**config.mk**
```make
export PLATFORM = sky130hd
export DESIGN_NAME = div_flat
export DESIGN_NICKNAME = d
export VERILOG_FILES = /design/src/rtl/div_if.sv /design/src/rtl/div.sv /design/src/flat_wrapper.sv
export SDC_FILE = /design/constraint.sdc
export NUM_CORES = 1
export LEC_CHECK = 0
export ABC_AREA = 1
export ABC_CLOCK_PERIOD_IN_PS = 3200
export CORE_ASPECT_RATIO = 0.7
export CORE_UTILIZATION = 53
export CTS_BUF_LIST = sky130_fd_sc_hd__clkbuf_2
export CTS_CLUSTER_DIAMETER = 150
export DETAILED_ROUTE_END_ITERATION = 12
export PLACE_DENSITY = 0.77
export SLEW_MARGIN = 20
export SYNTH_ARGS = -nofsm -noshare
export SYNTH_HDL_FRONTEND = slang
export SYNTH_SLANG_ARGS = --single-unit
```
**constraint.sdc**
```tcl
create_clock -name clk -period 3.2 [get_ports clk]
set_input_delay 0.48 -clock clk [delete_from_list [all_inputs] [get_ports clk]]
set_output_delay 0.48 -clock clk [all_outputs]
set_load 0.01 [all_outputs]
```
**src/rtl/div_if.sv**
```systemverilog
// rtl/div_if.sv - divider issue/result bundle between execute stage (master) and divider (slave)
interface div_if #(parameter int WIDTH = 32);
    logic               start_i;
    logic               annul_i;
    logic               signed_div_i;
    logic [WIDTH-1:0]   opdata1_i;
    logic [WIDTH-1:0]   opdata2_i;
    logic [2*WIDTH-1:0] result_o;
    logic               ready_o;

    modport master (
        output start_i, annul_i, signed_div_i, opdata1_i, opdata2_i,
        input  result_o, ready_o
    );

    modport slave (
        input  start_i, annul_i, signed_div_i, opdata1_i, opdata2_i,
        output result_o, ready_o
    );
endinterface

```
**src/rtl/div.sv**
```systemverilog
// rtl/div.sv - iterative radix-2 restoring divider returning {remainder, quotient}
// Signed DIV support (magnitude entry, sign-corrected exit) is built only when DIV_SIGNED_EN is defined.
module div #(
    parameter int WIDTH = 32
) (
    input  logic clk,
    input  logic rst,
    div_if.slave bus
);
    localparam int CW = $clog2(WIDTH) + 1;

    typedef enum logic [1:0] {FREE, BYZERO, ON, END} state_e;

    state_e               state_q, state_d;
    logic [CW-1:0]        cnt_q, cnt_d;
    logic [WIDTH-1:0]     rem_q, rem_d;
    logic [WIDTH-1:0]     dvd_q, dvd_d;
    logic [WIDTH-1:0]     dvs_q, dvs_d;
    logic [2*WIDTH-1:0]   result_q, result_d;
    logic                 ready_q, ready_d;

    logic [WIDTH:0]       shifted;
    logic [WIDTH-1:0]     diff;
    logic                 fits;
    logic [WIDTH-1:0]     mag1, mag2;
    logic [WIDTH-1:0]     quo_fix, rem_fix;

`ifdef DIV_SIGNED_EN
    logic neg_quo_q, neg_quo_d;
    logic neg_rem_q, neg_rem_d;
    logic neg1, neg2;

    always_comb begin
        neg1    = bus.signed_div_i & bus.opdata1_i[WIDTH-1];
        neg2    = bus.signed_div_i & bus.opdata2_i[WIDTH-1];
        mag1    = neg1 ? ({WIDTH{1'b0}} - bus.opdata1_i) : bus.opdata1_i;
        mag2    = neg2 ? ({WIDTH{1'b0}} - bus.opdata2_i) : bus.opdata2_i;
        quo_fix = neg_quo_q ? ({WIDTH{1'b0}} - dvd_q) : dvd_q;
        rem_fix = neg_rem_q ? ({WIDTH{1'b0}} - rem_q) : rem_q;
    end

    always_ff @(posedge clk or negedge rst) begin
        if (!rst) begin
            neg_quo_q <= 1'b0;
            neg_rem_q <= 1'b0;
        end else begin
            neg_quo_q <= neg_quo_d;
            neg_rem_q <= neg_rem_d;
        end
    end
`else
    always_comb begin
        mag1    = bus.opdata1_i;
        mag2    = bus.opdata2_i;
        quo_fix = dvd_q;
        rem_fix = rem_q;
    end
`endif

    // One restoring step: dividend MSB shifts into the remainder, trial-subtract the divisor.
    // A fitting difference is always below the divisor, so WIDTH bits hold it.
    always_comb begin
        shifted = {rem_q, dvd_q[WIDTH-1]};
        fits    = (shifted >= {1'b0, dvs_q});
        diff    = shifted[WIDTH-1:0] - dvs_q;
    end

    always_comb begin
        state_d  = state_q;
        cnt_d    = cnt_q;
        rem_d    = rem_q;
        dvd_d    = dvd_q;
        dvs_d    = dvs_q;
        result_d = result_q;
`ifdef DIV_SIGNED_EN
        neg_quo_d = neg_quo_q;
        neg_rem_d = neg_rem_q;
`endif
        case (state_q)
            FREE: begin
                if (bus.start_i && !bus.annul_i) begin
                    if (bus.opdata2_i == '0) begin
                        state_d = BYZERO;
                    end else begin
                        dvd_d   = mag1;
                        dvs_d   = mag2;
                        rem_d   = '0;
                        cnt_d   = '0;
`ifdef DIV_SIGNED_EN
                        neg_quo_d = neg1 ^ neg2;
                        neg_rem_d = neg1;
`endif
                        state_d = ON;
                    end
                end
            end
            BYZERO: begin
                if (bus.annul_i) begin
                    state_d = FREE;
                end else begin
                    result_d = '0;
                    state_d  = END;
                end
            end
            ON: begin
                if (bus.annul_i) begin
                    state_d = FREE;
                end else if (cnt_q == CW'(WIDTH)) begin
                    result_d = {rem_fix, quo_fix};
                    state_d  = END;
                end else begin
                    rem_d = fits ? diff : shifted[WIDTH-1:0];
                    dvd_d = {dvd_q[WIDTH-2:0], fits};
                    cnt_d = cnt_q + 1'b1;
                end
            end
            END: begin
                // Holding in END while start stays high keeps a stalled execute stage from re-issuing.
                if (bus.annul_i || !bus.start_i) begin
                    state_d = FREE;
                end
            end
            default: state_d = FREE;
        endcase
        ready_d = (state_d == END);
    end

    always_ff @(posedge clk or negedge rst) begin
        if (!rst) begin
            state_q  <= FREE;
            cnt_q    <= '0;
            rem_q    <= '0;
            dvd_q    <= '0;
            dvs_q    <= '0;
            result_q <= '0;
            ready_q  <= 1'b0;
        end else begin
            state_q  <= state_d;
            cnt_q    <= cnt_d;
            rem_q    <= rem_d;
            dvd_q    <= dvd_d;
            dvs_q    <= dvs_d;
            result_q <= result_d;
            ready_q  <= ready_d;
        end
    end

    assign bus.result_o = result_q;
    assign bus.ready_o  = ready_q;
endmodule
```
**src/flat_wrapper.sv**
```systemverilog
// flat-port wrapper written by rule: the top's interface ports become plain ports
module div_flat 
#(
    parameter int WIDTH = 32
)
  (clk, rst, bus_start_i, bus_annul_i, bus_signed_div_i, bus_opdata1_i, bus_opdata2_i, bus_result_o, bus_ready_o);
  div_if #(.WIDTH(WIDTH)) bus_i ();
  input  logic clk;
  input  logic rst;
  input wire logic [$bits(bus_i.start_i)-1:0] bus_start_i;
  input wire logic [$bits(bus_i.annul_i)-1:0] bus_annul_i;
  input wire logic [$bits(bus_i.signed_div_i)-1:0] bus_signed_div_i;
  input wire logic [$bits(bus_i.opdata1_i)-1:0] bus_opdata1_i;
  input wire logic [$bits(bus_i.opdata2_i)-1:0] bus_opdata2_i;
  output wire logic [$bits(bus_i.result_o)-1:0] bus_result_o;
  output wire logic [$bits(bus_i.ready_o)-1:0] bus_ready_o;
  assign bus_i.start_i = bus_start_i;
  assign bus_i.annul_i = bus_annul_i;
  assign bus_i.signed_div_i = bus_signed_div_i;
  assign bus_i.opdata1_i = bus_opdata1_i;
  assign bus_i.opdata2_i = bus_opdata2_i;
  assign bus_result_o = bus_i.result_o;
  assign bus_ready_o = bus_i.ready_o;
  div #(.WIDTH(WIDTH)) u_core (.clk(clk), .rst(rst), .bus(bus_i));
endmodule
```
==> results by group, run 1 <==
Critical path
  – Critical Path Most Common Cell: sky130_fd_sc_hd__nand2_1
  – Number of cells on the critical path: 11
  – Endpoint arrival time on the critical path: between 3000 and 4000 ps
  – Slowest stage cell on the critical path: sky130_fd_sc_hd__dfrtp_1
  – Endpoint type of the worst setup path: flip-flop
  – Launching point of the worst reg2reg path: u_core.rem_fix[27]
  – Critical Path Start: u_core.rem_fix[27]
  – Delay of the slowest cell on the worst path: approximately 470 ps
  – Dominant delay contributor by cell family on the critical path: simple AND/OR/NAND/NOR gates
  – Chain of cells forming the critical path: ha_1 > a21oi_1 > nand2_1 > a21oi_1 > nand2_1 > nor2_4 > nand2_8 > nand2_1 > o21ai_0 > nand2_1 > nand2_1
  – Crit path kind: flip-flop to flip-flop
  – CP Max Fanout: 35
  – Combined buffer and inverter count along the critical path: 0
  – Endpoint required time on the critical path: approximately 3900 ps
  – Startpoint type of the worst setup path: flip-flop
  – Reg2Reg Depth: 11

Floorplanning
  – Vert. Die Dim: between 100 and 150 um
  – Std cell rows: 41
  – Horiz. Die Dim: between 150 and 200 um
  – Effective utilization at floorplan: 0.5438
  – Area enclosed by the die boundary: 19,140 um2
  – Total core area: 18,110 um2
  – Count of boundary I/O pins: approximately 130

Pwr
  – Power density over the cells: between 700 and 800 nW/um2
  – VDD IR max: roughly 0.33 mV
  – Leakage component of the power: ~5.9 nW

Drt
  – Number of vias per cell after detailed routing: 5.277
  – Number of design-rule violations left by the first detailed-router iteration: between 800 and 900
  – DRC Markers: 0
  – Routed wire length per instance: around 15 um
  – DR pass1 iterations: 5
  – Detailed Route WL: 25,700 um
  – Residual antenna-violating net count after detailed routing: 0
  – Number of vias in the routed layout: 9,124

Synth
  – Total number of yosys warnings: 0
  – Synthesis-stage register bit count: between 150 and 200
  – Post-synthesis average cell area: 7.219 um2
  – Area contributors post-synth: sky130_fd_sc_hd__dfrtp_1 (43%), sky130_fd_sc_hd__nand2_1 (21%), sky130_fd_sc_hd__inv_1 (5.6%)
  – Syn_nets: between 1k and 1.5k
  – Synthesized area: slightly below 10,000 um2
  – Share of Yosys cell area claimed by the top area cell type: 0.4295
  – Cell type contributing the most total cell area after synthesis: sky130_fd_sc_hd__dfrtp_1
  – Count of flip-flops with a built-in enable after synthesis: 0
  – Netlist cell types: 40
  – Most used flip-flop cell after synthesis: sky130_fd_sc_hd__dfrtp_1
  – Number of instances in the synthesized netlist: 1,364
  – Async set-or-reset flop fraction in the synthesized netlist: 1.000
  – Proportion of synthesized chip area in sequential cells: 0.4295

Cells and area
  – # diodes: 0
  – Fraction of final layout cells with drive strength greater than 1: 0.06832
  – Area added between synthesis and finish: 18.51%
  – Most frequent cells in the layout: sky130_fd_sc_hd__nand2_1 (551), sky130_fd_sc_hd__dfrtp_1 (169), sky130_fd_sc_hd__inv_1 (147)
  – Final-stage net count: between 1.5k and 2k
  – Non-filler cells in the finished layout: between 1.5k and 2k
  – Leading cell type in the layout, fill and taps excluded: sky130_fd_sc_hd__nand2_1

Timing
  – F_max: roughly 370 MHz
  – Final clock period utilization by the worst path: 0.8536
  – Transition time at the pin with the least slew margin: slightly below 700 ps
  – Crit path time final: around 2700 ps
  – Final-report setup violation count: 0
  – Final sum of negative setup slack: 0 ps
  – Number of max-slew violations in the final report: 0
  – Max Clock Skew: 47.31 ps
  – Final hold violation count: 0
  – Setup repair after global routing missed its margin: false
  – Max-Slew Margin vs Limit: 0.5460

Clock tree
  – H-tree Lvls: 4
  – CTS buffer count: 17
  – CTS tree: built
  – Root cell of the clock tree: sky130_fd_sc_hd__clkbuf_2
  – Sinks on the clock net: roughly 170
  – Number of buffers on the longest clock path: 2
  – Number of gates given a new drive strength after cts: 0
  – Worst-skew pair later-pin latency: approximately 800 ps
  – Clock-pin transition on the worst setup and hold timing paths: 300 ps

Global route
  – Number of antenna violations at the first check in global routing: 0
  – Remaining Overflow, GRT: 0
  – Number of global-route vias before repair: about 8.4k
  – Global-route wire length before repair: between 40,000 and 50,000 um
  – GR Util All Layers: 0.2836
  – Pin count of the biggest net entering global routing: 65

Placed design
  – Cell total after placement: approximately 1.7k
  – Number of port buffers: about 130
  – RePlAce Congestion: 0.9254
  – Hpwl dp: roughly 19,000 um

Run status
  – Result of the run: finished, final reports clean

Hold path
  – Path category of the worst min-delay check: input pin to asynchronous set/reset pin

Flow run
  – Max-Cap Viols: 0
## metrics by stage
step / util / hold slack (ps) / setup WS [ps] / power (mW) / area, um2
CTS: 0.6444 / 164.1 / 478.8 / 8.991 / 11670
global route: 0.6444 / 161.5 / 216.8 / 9.858 / 11670
finish: 0.6444 / 176.2 / 468.4 / 9.060 / 11670
detailed placement: 0.6304 / 467.5 / 306.2 / 7.800 / 11420
global placement: 0.6304 / 466.3 / 375.6 / 7.727 / 11420
floorplan: - / 184.4 / 1179 / 6.528 / 9847
## worst paths after layout
check	to	slack (ps)
worst max register to register	u_core.rem_fix[29]	470
worst max-delay path	u_core.rem_fix[29]	470
worst min-delay path	u_core.rem_fix[5]	180
worst min register to register	u_core.bus.result_o[31]	520
min in group clk	u_core.dvs_q[11]	210
max in group asynchronous	u_core.dvd_q[30]	2050
## cells by family after synthesis
logic type	share of synthesized area
flops	0.4295
mux	0.001144
simple gates	0.3175
fa+ha+maj	0.04524
buf+inv	0.08374
compound gates	0.1095
xor+xnor	0.01334
## cell usage after synthesis, types with 2 or more instances
library cell / number
sky130_fd_sc_hd__nand2_1: 552
sky130_fd_sc_hd__dfrtp_1: 169
sky130_fd_sc_hd__inv_1: 147
sky130_fd_sc_hd__o21ai_0: 71
sky130_fd_sc_hd__nor2_1: 66
sky130_fd_sc_hd__nand3_1: 59
sky130_fd_sc_hd__a21oi_1: 36
sky130_fd_sc_hd__ha_1: 34
sky130_fd_sc_hd__o21ai_1: 33
sky130_fd_sc_hd__nand2_2: 22
sky130_fd_sc_hd__o211ai_1: 22
sky130_fd_sc_hd__clkbuf_1: 21
sky130_fd_sc_hd__buf_2: 20
sky130_fd_sc_hd__nand4_1: 17
sky130_fd_sc_hd__inv_2: 11
sky130_fd_sc_hd__o31ai_1: 11
sky130_fd_sc_hd__xnor2_1: 11
sky130_fd_sc_hd__o21a_1: 10
sky130_fd_sc_hd__nor3_1: 7
sky130_fd_sc_hd__nor2_2: 6
sky130_fd_sc_hd__buf_1: 4
sky130_fd_sc_hd__nand3b_1: 4
sky130_fd_sc_hd__xor2_1: 4
sky130_fd_sc_hd__nand3_2: 3
sky130_fd_sc_hd__a21oi_2: 2
sky130_fd_sc_hd__and2_1: 2
sky130_fd_sc_hd__buf_4: 2
sky130_fd_sc_hd__buf_6: 2
sky130_fd_sc_hd__nand2_4: 2
sky130_fd_sc_hd__nor2_4: 2
sky130_fd_sc_hd__nor3_2: 2
sky130_fd_sc_hd__o21bai_1: 2
## timing repair
item | in CTS | in global routing
setup buffers | 0 | 0
endpoints found under the setup margin | 0 | 0
hold buffers | 1 | 0
endpoints found under the hold margin | 60 | 0
## sequential cells by signal, indices dropped and copies added, names as in the netlist
name and flops:
u_core.dvs_q 32, u_core.rem_fix 32, u_core.bus.ready_o 1, u_core.cnt_q 6, u_core.bus.result_o 64, u_core.state_q 2
u_core.dvd_q 32
## power breakdown
part           switching [mW]  leakage [nW]  internal, mW
Clock                   0.872         0.144         0.318
Combinational            3.35          3.49          1.64
Sequential              0.290          2.25          2.59
## per-layer routing
metal,GRT usage,part of all wire,vias to the layer above
met5,0,0,-
met4,0.06300,0.011,0
met3,0.05870,0.072,31
met2,0.4129,0.40,299
met1,0.4313,0.51,4237
li1,-,-,4557
## area by class of cell
| cell class | instances | area, um2 |
|---|---|---|
| Inverter | 158 | 593.1 |
| Tap cell | 236 | 295.3 |
| Clock buffer | 17 | 85.08 |
| Sequential cell | 169 | 4229 |
| Multi-Input combinational cell | 988 | 4816 |
| Timing Repair Buffer | 146 | 1493 |
| Clock inverter | 15 | 158.9 |
| Fill cell | 1621 | 6439 |
Power figures use the tool's default switching activity.
==> run 2: changes to the inputs <==
ABC_AREA = not set   (was 1)
PLACE_DENSITY = 0.78   (was 0.77)
==> results by group, run 2 <==
Run status
  – Result of the run: finished, final reports clean

Timing
  – Max-Slew Margin vs Limit: 0.3988
  – Crit path time final: about 3200 ps
  – Final-report setup violation count: 0
  – Max Clock Skew: slightly above 30 ps
  – Final clock period utilization by the worst path: 0.9922
  – Final hold violation count: 0
  – Number of max-slew violations in the final report: 0
  – F_max: 314.9 MHz
  – Transition time at the pin with the least slew margin: between 900 and 1000 ps

Placed design
  – RePlAce Congestion: ~0.94
  – Hpwl dp: between 15,000 and 20,000 um
  – Number of port buffers: 132

Floorplanning
  – Std cell rows: 39
  – Count of boundary I/O pins: roughly 130
  – Total core area: ~16,000 um2
  – Effective utilization at floorplan: 0.5473
  – Area enclosed by the die boundary: 17,570 um2
  – Horiz. Die Dim: ~160 um
  – Vert. Die Dim: between 100 and 150 um

Critical path
  – Worst reg2reg setup slack: 20 ps
  – CP Max Fanout: 2
  – Endpoint type of the worst setup path: flip-flop
  – Endpoint arrival time on the critical path: 3880 ps
  – Startpoint type of the worst setup path: flip-flop
  – Crit path kind: flip-flop to flip-flop
  – Endpoint required time on the critical path: between 3000 and 4000 ps

Synth
  – Synthesized area: 9026 um2
  – Synthesis-stage register bit count: 169
  – Area contributors post-synth: sky130_fd_sc_hd__dfrtp_1 (47%), sky130_fd_sc_hd__nand2_1 (9.3%), sky130_fd_sc_hd__o21ai_0 (8.2%)
  – Number of instances in the synthesized netlist: between 1k and 1.5k
  – Most instantiated library cell after synthesis: sky130_fd_sc_hd__nand2_1
  – Total number of yosys warnings: 0
  – Post-synthesis average cell area: between 8 and 9 um2
  – Top cell types by occurrence after synthesis: sky130_fd_sc_hd__nand2_1 (223), sky130_fd_sc_hd__dfrtp_1 (169), sky130_fd_sc_hd__o21ai_0 (148)
  – Count of flip-flops with a built-in enable after synthesis: 0
  – Syn_nets: 1,123
  – Netlist cell types: 66
  – Share of Yosys cell area claimed by the top area cell type: 0.4685
  – Cell type contributing the most total cell area after synthesis: sky130_fd_sc_hd__dfrtp_1
  – Most used flip-flop cell after synthesis: sky130_fd_sc_hd__dfrtp_1
  – Proportion of synthesized chip area in sequential cells: 0.4685
  – Async set-or-reset flop fraction in the synthesized netlist: 1.000

Drt
  – Residual antenna-violating net count after detailed routing: 0
  – DR pass1 iterations: 5
  – Routed wire length per instance: 16.99 um
  – Number of vias in the routed layout: between 8k and 9k
  – DRC Markers: 0
  – Number of vias per cell after detailed routing: between 5 and 6
  – Detailed Route WL: 24,350 um
  – Number of design-rule violations left by the first detailed-router iteration: 774

Clock tree
  – H-tree Lvls: 4
  – CTS buffer count: 17
  – CTS tree: built
  – Root cell of the clock tree: sky130_fd_sc_hd__clkbuf_2
  – Sinks on the clock net: 169
  – Number of buffers on the longest clock path: 2
  – Worst-skew pair later-pin latency: slightly below 800 ps
  – Clock-pin transition on the worst setup and hold timing paths: between 200 and 300 ps

Pwr
  – Power, Total: just over 9 mW
  – VDD IR max: around 0.43 mV
  – Power density over the cells: between 800 and 900 nW/um2
  – Leakage component of the power: around 5.3 nW

Global route
  – Number of global-route vias before repair: between 7k and 8k
  – GR Layer Usage met3: 0.05864
  – Global-route wire length before repair: 39,960 um
  – GRT busiest layer: met1
  – GR Util All Layers: 0.2922
  – Remaining Overflow, GRT: 0
  – Pin count of the biggest net entering global routing: 76
  – Global routing met1 resource utilization: 0.4480
  – Number of antenna violations at the first check in global routing: 0
  – Met2 Use GR: 0.4209

Hold path
  – Path category of the worst min-delay check: input pin to flip-flop

Cells and area
  – Core Util, Final: 0.6990
  – Final-stage net count: approximately 1.3k
  – Area added between synthesis and finish: 27.72%
  – Fraction of final layout cells with drive strength greater than 1: 0.1267
  – Number of flip-flops under the largest register name: between 60 and 70
  – Leading cell type in the layout, fill and taps excluded: sky130_fd_sc_hd__nand2_1
  – Most frequent cells in the layout: sky130_fd_sc_hd__nand2_1 (223), sky130_fd_sc_hd__dfrtp_1 (169), sky130_fd_sc_hd__o21ai_0 (146)
  – Count of fill cells added during filler insertion: ~1.3k
  – # diodes: 0

Flow run
  – Max-Cap Viols: 0
[run 2: cell count changes in the layout (fill, tap and decap cells not counted), sizes merged, moves of 20 or more]
| cell | before | now |
|---|---|---|
| a21o | 1 | 23 |
| a221o | 0 | 25 |
| buf | 14 | 87 |
| inv | 166 | 50 |
| mux2i | 0 | 27 |
| nand2 | 577 | 223 |
| nand3 | 62 | 14 |
| nor2 | 74 | 54 |
| o211ai | 22 | 1 |
| o21ai | 104 | 150 |
[run 2: final cells by class]
cell class,instances,area [um2],share of cell area
inverters,44,165.2,0.01433
repair buffers,219,2102,0.1823
well taps,225,281.5,0.02442
flip-flops and latches,169,4229,0.3668
clock inverters,15,178.9,0.01552
multi-input cells,744,4487,0.3892
clock buffers,17,85.08,0.007380
[run 2: layer usage]
| layer | vias up | part of all wire |
|---|---|---|
| met2 | 321 | 0.43 |
| li1 | 3938 | - |
| met4 | 0 | 0.0099 |
| met3 | 18 | 0.074 |
| met5 | - | 0 |
| met1 | 3922 | 0.49 |
[run 2: cells by family after synthesis]
family,synth area share
compound gates,0.2041
xor+xnor,0.02426
fa+ha+maj,0.04935
mux,0.02994
simple gates,0.1769
flops,0.4685
buf+inv,0.04699
[run 2: timing repair]
item,CTS,global route
hold buffers,1,0
setup buffers,0,9
gates resized for setup,3,21
cloned,1,0
setup endpoints to repair,7,23
hold endpoints to repair,68,0
pin swaps,1,13
[run 2: final timing paths]
path                                         start                       to  cells after the start
max in group asynchronous                      rst         u_core.dvs_q[23]                      3
min                              bus_opdata2_i[12]         u_core.dvs_q[12]                      3
max reg2reg                       u_core.dvd_q[31]       u_core.rem_fix[28]                     13
min in group asynchronous                      rst        u_core.rem_fix[4]                      2
max                               u_core.dvd_q[31]       u_core.rem_fix[28]                     13
min reg2reg                u_core.bus.result_o[11]  u_core.bus.result_o[11]                      2
[run 2: worst max-delay path: stages (launching register included)]
cell                       delay (ps)
sky130_fd_sc_hd__dfrtp_1          460
sky130_fd_sc_hd__inv_2             70
sky130_fd_sc_hd__ha_4             130
sky130_fd_sc_hd__inv_2             40
sky130_fd_sc_hd__fa_2             360
sky130_fd_sc_hd__a21o_1           220
sky130_fd_sc_hd__a221oi_2         250
sky130_fd_sc_hd__buf_4            170
sky130_fd_sc_hd__o31a_1           230
sky130_fd_sc_hd__a41oi_2          190
sky130_fd_sc_hd__o31ai_2          340
sky130_fd_sc_hd__buf_4            180
sky130_fd_sc_hd__o311ai_1         140
sky130_fd_sc_hd__a221o_1          340
[run 2: per-stage QoR]
stage | hold WS [ps] | TNS (ps) | std cells | setup WS, ps | area, um2
detailed placement | 470.0 | -10760 | 1390 | -360.5 | 11090
CTS | 184.7 | -13.94 | 1424 | -12.17 | 11380
global placement | 459.0 | -8863 | 1390 | -303.6 | 11090
finish | 227.4 | 0 | 1433 | 24.86 | 11530
global route | 169.6 | -176.7 | 1433 | -101.6 | 11530
floorplan | 184.4 | 0 | 1019 | 286.7 | 9026
[run 2: power breakdown]
part | internal, mW | total (mW) | switching (mW)
Sequential | 2.54 | 2.86 | 0.322
Combinational | 2.41 | 5.24 | 2.83
Clock | 0.331 | 1.22 | 0.885
==> run 3: changes to the inputs <==
CAP_MARGIN = 20   (was not set)
==> results of run 3 <==
The final DEF is identical to that of run 2; final timing and power are the same.
